$ cat src/rtl/uart_tx_arbiter_if.sv
// Requester and UART-side signals of the transmit arbiter.
// master drives requests; slave is the arbiter itself.
interface uart_tx_arbiter_if #(
  parameter int N_REQ = 4
);
  logic [N_REQ-1:0]   req;
  logic [N_REQ-1:0]   last;
  logic [8*N_REQ-1:0] data;
  logic [N_REQ-1:0]   ack;
  logic [7:0]         tx_data;
  logic               tx_strobe;
  logic               busy;
  logic [2:0]         grant_id;

  modport master (
    output req, last, data,
    input  ack, tx_data, tx_strobe, busy, grant_id
  );

  modport slave (
    input  req, last, data,
    output ack, tx_data, tx_strobe, busy, grant_id
  );
endinterface

$ cat src/rtl/uart_tx_arbiter.sv
// Round-robin arbiter sharing one UART transmit byte path between N_REQ
// producers, with strobe pacing and grant locking across multi-byte messages.
module uart_tx_arbiter #(
  parameter int N_REQ        = 4,
  parameter int GAP_CYCLES   = 12500,
  parameter int LOCK_TIMEOUT = 65535
) (
  input  logic             clk,
  input  logic             reset,
  uart_tx_arbiter_if.slave bus
);
  localparam int IW = (N_REQ > 1) ? $clog2(N_REQ) : 1;
  localparam int GW = (GAP_CYCLES > 2) ? $clog2(GAP_CYCLES) : 1;
  localparam int TW = $clog2(LOCK_TIMEOUT + 1);

  typedef enum logic [1:0] {IDLE, SEND, GAP, HOLD} state_t;

  state_t                 state_q, state_d;
  logic [IW-1:0]          grant_q, grant_d;
  logic [IW-1:0]          ptr_q, ptr_d;
  logic [7:0]             byte_q, byte_d;
  logic                   last_q, last_d;
  logic                   locked_q, locked_d;
  logic [GW-1:0]          gap_q, gap_d;
  logic [TW-1:0]          tmo_q, tmo_d;

  logic [N_REQ-1:0][7:0]  bytes;
  logic                   pick_vld;
  logic [IW-1:0]          pick;
  logic                   own_req;
  logic                   strobe;

  assign bytes   = bus.data;
  assign own_req = bus.req[grant_q];

  function automatic logic [IW-1:0] rr_idx(input logic [IW-1:0] base, input int k);
    return IW'((int'(base) + k) % N_REQ);
  endfunction

  // First requester strictly after the previous owner, wrapping around.
  always_comb begin
    pick_vld = 1'b0;
    pick     = '0;
    for (int k = 1; k <= N_REQ; k++) begin
      if (!pick_vld && bus.req[rr_idx(ptr_q, k)]) begin
        pick_vld = 1'b1;
        pick     = rr_idx(ptr_q, k);
      end
    end
  end

  always_comb begin
    state_d  = state_q;
    grant_d  = grant_q;
    ptr_d    = ptr_q;
    byte_d   = byte_q;
    last_d   = last_q;
    locked_d = locked_q;
    gap_d    = gap_q;
    tmo_d    = tmo_q;
    unique case (state_q)
      IDLE: begin
        if (pick_vld) begin
          grant_d = pick;
          ptr_d   = pick;
          byte_d  = bytes[pick];
          last_d  = bus.last[pick];
          state_d = SEND;
        end
      end
      SEND: begin
        locked_d = !last_q;
        gap_d    = GW'(GAP_CYCLES - 2);
        tmo_d    = '0;
        state_d  = GAP;
      end
      GAP: begin
        // A locked owner already holding req skips the HOLD cycle so
        // back-to-back message bytes land exactly GAP_CYCLES apart.
        if (gap_q != '0) begin
          gap_d = gap_q - 1'b1;
        end else if (!locked_q) begin
          state_d = IDLE;
        end else if (own_req) begin
          byte_d  = bytes[grant_q];
          last_d  = bus.last[grant_q];
          state_d = SEND;
        end else begin
          state_d = HOLD;
        end
      end
      HOLD: begin
        if (own_req) begin
          byte_d  = bytes[grant_q];
          last_d  = bus.last[grant_q];
          tmo_d   = '0;
          state_d = SEND;
        end else if (tmo_q == TW'(LOCK_TIMEOUT - 1)) begin
          tmo_d    = '0;
          locked_d = 1'b0;
          state_d  = IDLE;
        end else begin
          tmo_d = tmo_q + 1'b1;
        end
      end
      default: state_d = IDLE;
    endcase
  end

  always_ff @(posedge clk or negedge reset) begin
    if (!reset) begin
      state_q  <= IDLE;
      grant_q  <= '0;
      ptr_q    <= IW'(N_REQ - 1);
      byte_q   <= '0;
      last_q   <= 1'b0;
      locked_q <= 1'b0;
      gap_q    <= '0;
      tmo_q    <= '0;
    end else begin
      state_q  <= state_d;
      grant_q  <= grant_d;
      ptr_q    <= ptr_d;
      byte_q   <= byte_d;
      last_q   <= last_d;
      locked_q <= locked_d;
      gap_q    <= gap_d;
      tmo_q    <= tmo_d;
    end
  end

  // Outputs decode registered state only; req never reaches ack combinationally.
  assign strobe = (state_q == SEND);

  for (genvar i = 0; i < N_REQ; i++) begin : g_ack
    assign bus.ack[i] = strobe && (grant_q == IW'(i));
  end

  assign bus.tx_strobe = strobe;
  assign bus.tx_data   = byte_q;
  assign bus.busy      = (state_q != IDLE);
  assign bus.grant_id  = 3'(grant_q);
endmodule

$ cat src/flat_wrapper.sv
// flat-port wrapper written by rule: the top's interface ports become plain ports
module uart_tx_arbiter_flat 
#(
  parameter int N_REQ        = 4,
  parameter int GAP_CYCLES   = 12500,
  parameter int LOCK_TIMEOUT = 65535
)
  (clk, reset, bus_req, bus_last, bus_data, bus_ack, bus_tx_data, bus_tx_strobe, bus_busy, bus_grant_id);
  uart_tx_arbiter_if #(.N_REQ(N_REQ)) bus_i ();
  input  logic clk;
  input  logic reset;
  input wire logic [$bits(bus_i.req)-1:0] bus_req;
  input wire logic [$bits(bus_i.last)-1:0] bus_last;
  input wire logic [$bits(bus_i.data)-1:0] bus_data;
  output wire logic [$bits(bus_i.ack)-1:0] bus_ack;
  output wire logic [$bits(bus_i.tx_data)-1:0] bus_tx_data;
  output wire logic [$bits(bus_i.tx_strobe)-1:0] bus_tx_strobe;
  output wire logic [$bits(bus_i.busy)-1:0] bus_busy;
  output wire logic [$bits(bus_i.grant_id)-1:0] bus_grant_id;
  assign bus_i.req = bus_req;
  assign bus_i.last = bus_last;
  assign bus_i.data = bus_data;
  assign bus_ack = bus_i.ack;
  assign bus_tx_data = bus_i.tx_data;
  assign bus_tx_strobe = bus_i.tx_strobe;
  assign bus_busy = bus_i.busy;
  assign bus_grant_id = bus_i.grant_id;
  uart_tx_arbiter #(.N_REQ(N_REQ), .GAP_CYCLES(GAP_CYCLES), .LOCK_TIMEOUT(LOCK_TIMEOUT)) u_core (.clk(clk), .reset(reset), .bus(bus_i));
endmodule
$ cat config.mk
export PLATFORM = sky130hd
export DESIGN_NAME = uart_tx_arbiter_flat
export DESIGN_NICKNAME = d
export VERILOG_FILES = /design/src/rtl/uart_tx_arbiter_if.sv /design/src/rtl/uart_tx_arbiter.sv /design/src/flat_wrapper.sv
export SDC_FILE = /design/constraint.sdc
export NUM_CORES = 1
export LEC_CHECK = 0
export ABC_AREA = 1
export BUFFER_PORTS_ARGS = -buffer_cell sky130_fd_sc_hd__buf_2
export CORE_MARGIN = 2
export CORE_UTILIZATION = 25
export DETAILED_ROUTE_END_ITERATION = 7
export MAX_ROUTING_LAYER = met4
export PLACE_DENSITY_LB_ADDON = 0.1
export SLEW_MARGIN = 30
export SYNTH_ARGS = -nofsm -noshare
export SYNTH_HDL_FRONTEND = slang
export SYNTH_SLANG_ARGS = --single-unit
$ cat constraint.sdc
create_clock -name clk -period 2.25 [get_ports clk]
set_input_delay 0.675 -clock clk [delete_from_list [all_inputs] [get_ports clk]]
set_output_delay 0.675 -clock clk [all_outputs]
set_load 0.02 [all_outputs]
==> impl_metrics.json <==
{
  "num-nets-final": 616,
  "vias": 3466,
  "area_of_the_multi_input_gates_mm2": 0.00183,
  "root_buffer": "clkbuf_16",
  "netSwitchingPower_w": 0.00324,
  "clock.fmax_mhz": 473,
  "io_pins": 59,
  "drive_above_1_share": 0.229,
  "synthesis.area_mm2": 0.00338,
  "filler_cell_count": 1494,
  "synth.largest_area_cell": "dfrtp_1",
  "power.share.switching": 0.510,
  "drtAntennaViolNets": 0,
  "die_width_um": 120,
  "worst_setup_path_startpoint": "u_core.state_q[1]",
  "final-seq-area_mm2": 0.00115,
  "placement_rows": 42,
  "ir_worst_vdd_mv": 0.515,
  "die-height_um": 120,
  "leakagePower_nw": 2.17,
  "clock_latency_ns": 0.29,
  "start_util": 0.255,
  "gp_routability_congestion": 0.854,
  "hold_buffers": 0,
  "ranking_of_synthesized_cells_by_area": "dfrtp_1, nand2_1, inv_1, nand3_1, nand4_1",
  "syn2layout_area_growth_pct": 25.7,
  "postLayoutCellArea_mm2": 0.00425,
  "worstMarginPinSlew_ns": 0.494,
  "numClockSinks": 46,
  "grt_overflow_total": 0,
  "clock_path_buffers": 2,
  "finalCriticalPeriod_ns": 2.12,
  "htreeDepth": 2,
  "yosys_register_bits": 46,
  "setup_viol": 0,
  "sequential_share_of_power": 0.200,
  "drt-wirelength-per-cell_um": 14.3,
  "route.detailed.drc": 0,
  "power_frac_comb": 0.679,
  "setup.reg_to_reg.worst_slack_ns": 0.17,
  "yosys_warnings": 0,
  "post-route-period-util": 0.940,
  "synth-seq-area-share": 0.341,
  "internal_power_w": 0.00312,
  "fp.dieArea_mm2": 0.0145,
  "dpl_cell_area_mm2": 0.00397,
  "yosysUniqueCellTypes": 47,
  "pin_count_of_the_biggest_net_entering_global_routing": 47,
  "grt_setup_unrepaired": "no",
  "worst_ep_required_time_ns": 1.57,
  "drt_pre_antenna_iters": 4,
  "port-buffer-count": 57,
  "core_area_mm2": 0.0132,
  "cap_viol_max_count": 0,
  "hold_viol_final": 0,
  "syn-mean-instance-area_um2": 6.89,
  "worst-setup-path-type": "register to primary output",
  "tritoncts_clock_tree": "yes",
  "clock_buffer_count_from_cts": 5,
  "hold_path.class": "primary input to asynchronous set/reset pin",
  "antenna_cells": 0,
  "gr-usage-all-layers": 0.153,
  "clk_pin_slew_ns": 0.07,
  "critical_path_peak_fanout": 6,
  "p_clk_frac": 0.121,
  "synth.net_count": 536,
  "slew_headroom": 0.662,
  "via_count_of_the_first_global_routing_pass": 3508,
  "antenna_found_initial": 0,
  "synthCells": 491,
  "detail_route.wirelength_um": 10700,
  "drv_slew": 0,
  "critical_path_data_arrival_time_ns": 1.44,
  "crit_path_start_kind": "register",
  "drt-initial-drc-count": 230,
  "detail_route.vias_per_cell": 4.63,
  "r2r-start": "u_core.ptr_q[0]",
  "hpwl_um": 7880,
  "result_of_the_run": "finished clean",
  "timing.clock.skew_ns": 0.00995,
  "yosys.area.top_type_share": 0.325,
  "grt_first_pass_wirelength_um": 17200,
  "critPathCaptureType": "primary output",
  "setup_total_negative_slack_ns": 0,
  "p_per_area_mw_per_mm2": 1500
}
-- final timing paths --
kind	cells past startpoint	endpoint
max in group asynchronous	2	u_core.ptr_q[0]
setup / recovery	4	bus_ack[1]
min in group clk	2	u_core.bus.tx_data[5]
hold / removal	2	u_core.bus.tx_data[2]
hold reg to reg	2	u_core.bus.tx_data[5]
setup reg to reg	14	u_core.bus.tx_data[7]
-- critical path, cell delays in order (launching register included) --
cell     delay (ns)
dfrtp_1        0.45
nor2_2         0.16
inv_1          0.12
nor2_1         0.20
buf_2          0.21
-- state kept, by name (all words and copies together) (netlist names) --
| name | cells |
|---|---|
| u_core.last_q | 1 |
| u_core.tmo_q | 16 |
| u_core.bus.tx_data | 8 |
| u_core.locked_q | 1 |
| u_core.ptr_q | 2 |
| u_core.state_q | 2 |
| u_core.grant_q | 2 |
| u_core.gap_q | 14 |
-- cells in the final DEF, fill, tap and decap left out, drive strengths merged --
master   count
nor3b        3
a41oi        1
nor2        39
a21boi       2
o21bai       1
a221oi       6
a2111oi      1
clkbuf       8
a22oi        1
nand4       24
inv         91
nor3        13
o22ai       10
nor4         1
nand3b       1
nand2      128
dfstp        2
xnor2        1
o21ai       24
o211ai       1
clkinv       1
nand3       50
o31ai        1
dfrtp       44
o21a         2
ha           3
o2111ai      1
xor2         8
or2          1
buf         84
conb         1
a21oi       18
-- stage by stage --
| stage | cells | util | hold WS [ns] | total power [W] | setup WS [ns] |
|---|---|---|---|---|---|
| floorplan | 491 | - | 0.379 | 0.00408 | 0.133 |
| global placement | 733 | 0.300 | 0.464 | 0.00522 | 0.0325 |
| detailed placement | 733 | 0.300 | 0.467 | 0.00520 | 0.0142 |
| CTS | 741 | 0.311 | 0.370 | 0.00600 | 0.0540 |
| global route | 748 | 0.321 | 0.376 | 0.00692 | 0.00420 |
| finish | 748 | 0.321 | 0.351 | 0.00636 | 0.134 |
-- cell usage after synthesis (all sizes together) --
master,n
nand2,128
inv,91
nand3,48
dfrtp,44
nor2,39
nand4,24
o21ai,24
a21oi,18
nor3,13
buf,12
o22ai,10
xor2,8
a221oi,6
ha,3
nor3b,3
a21boi,2
clkbuf,2
dfstp,2
o21a,2
a2111oi,1
a22oi,1
a41oi,1
conb,1
nand3b,1
nor4,1
o2111ai,1
o211ai,1
o21bai,1
o31ai,1
or2,1
xnor2,1
-- final cells by class --
class                           instances  area share
Multi-Input combinational cell        342       0.429
Sequential cell                        46       0.271
Timing Repair Buffer                   85       0.131
Inverter                               91      0.0815
Tap cell                              176      0.0518
Clock buffer                            7      0.0335
Clock inverter                          1     0.00118
-- cells by family (layout without fill, tap and decap cells) --
kind of cell               Yosys count  after routing  synth area share
DFF                                 46             46             0.341
buffers and inverters              105            184             0.140
and+or+nand+nor                    258            260             0.359
adders and majority gates            3              3            0.0111
AOI/OAI and AO/OA                   69             69             0.124
other                                1              1           0.00111
xor gates and xnor gates             9              9            0.0233
-- repair_timing --
item / CTS / global route
setup endpoints to repair: 0 / 9
buffers inserted: 0 / 4
hold endpoints to repair: 0 / 0
gates resized for setup: 0 / 11
-- layer usage --
layer | track usage | share of wire
met1 | 0.186 | 0.45
met2 | 0.259 | 0.47
met3 | 0.0302 | 0.054
met4 | 0.0429 | 0.019
met5 | - | 0
-- power groups by stage --
stage          clock network [W]  registers, W  logic [W]
6_report                0.000770       0.00127    0.00432
5_1_grt                 0.000839       0.00131    0.00478
4_1_cts                 0.000803       0.00129    0.00392
3_5_place_dp                   0       0.00130    0.00390
3_3_place_gp                   0       0.00130    0.00392
2_1_floorplan                  0       0.00132    0.00276
No activity file was read; power rests on OpenSTA's default activity.
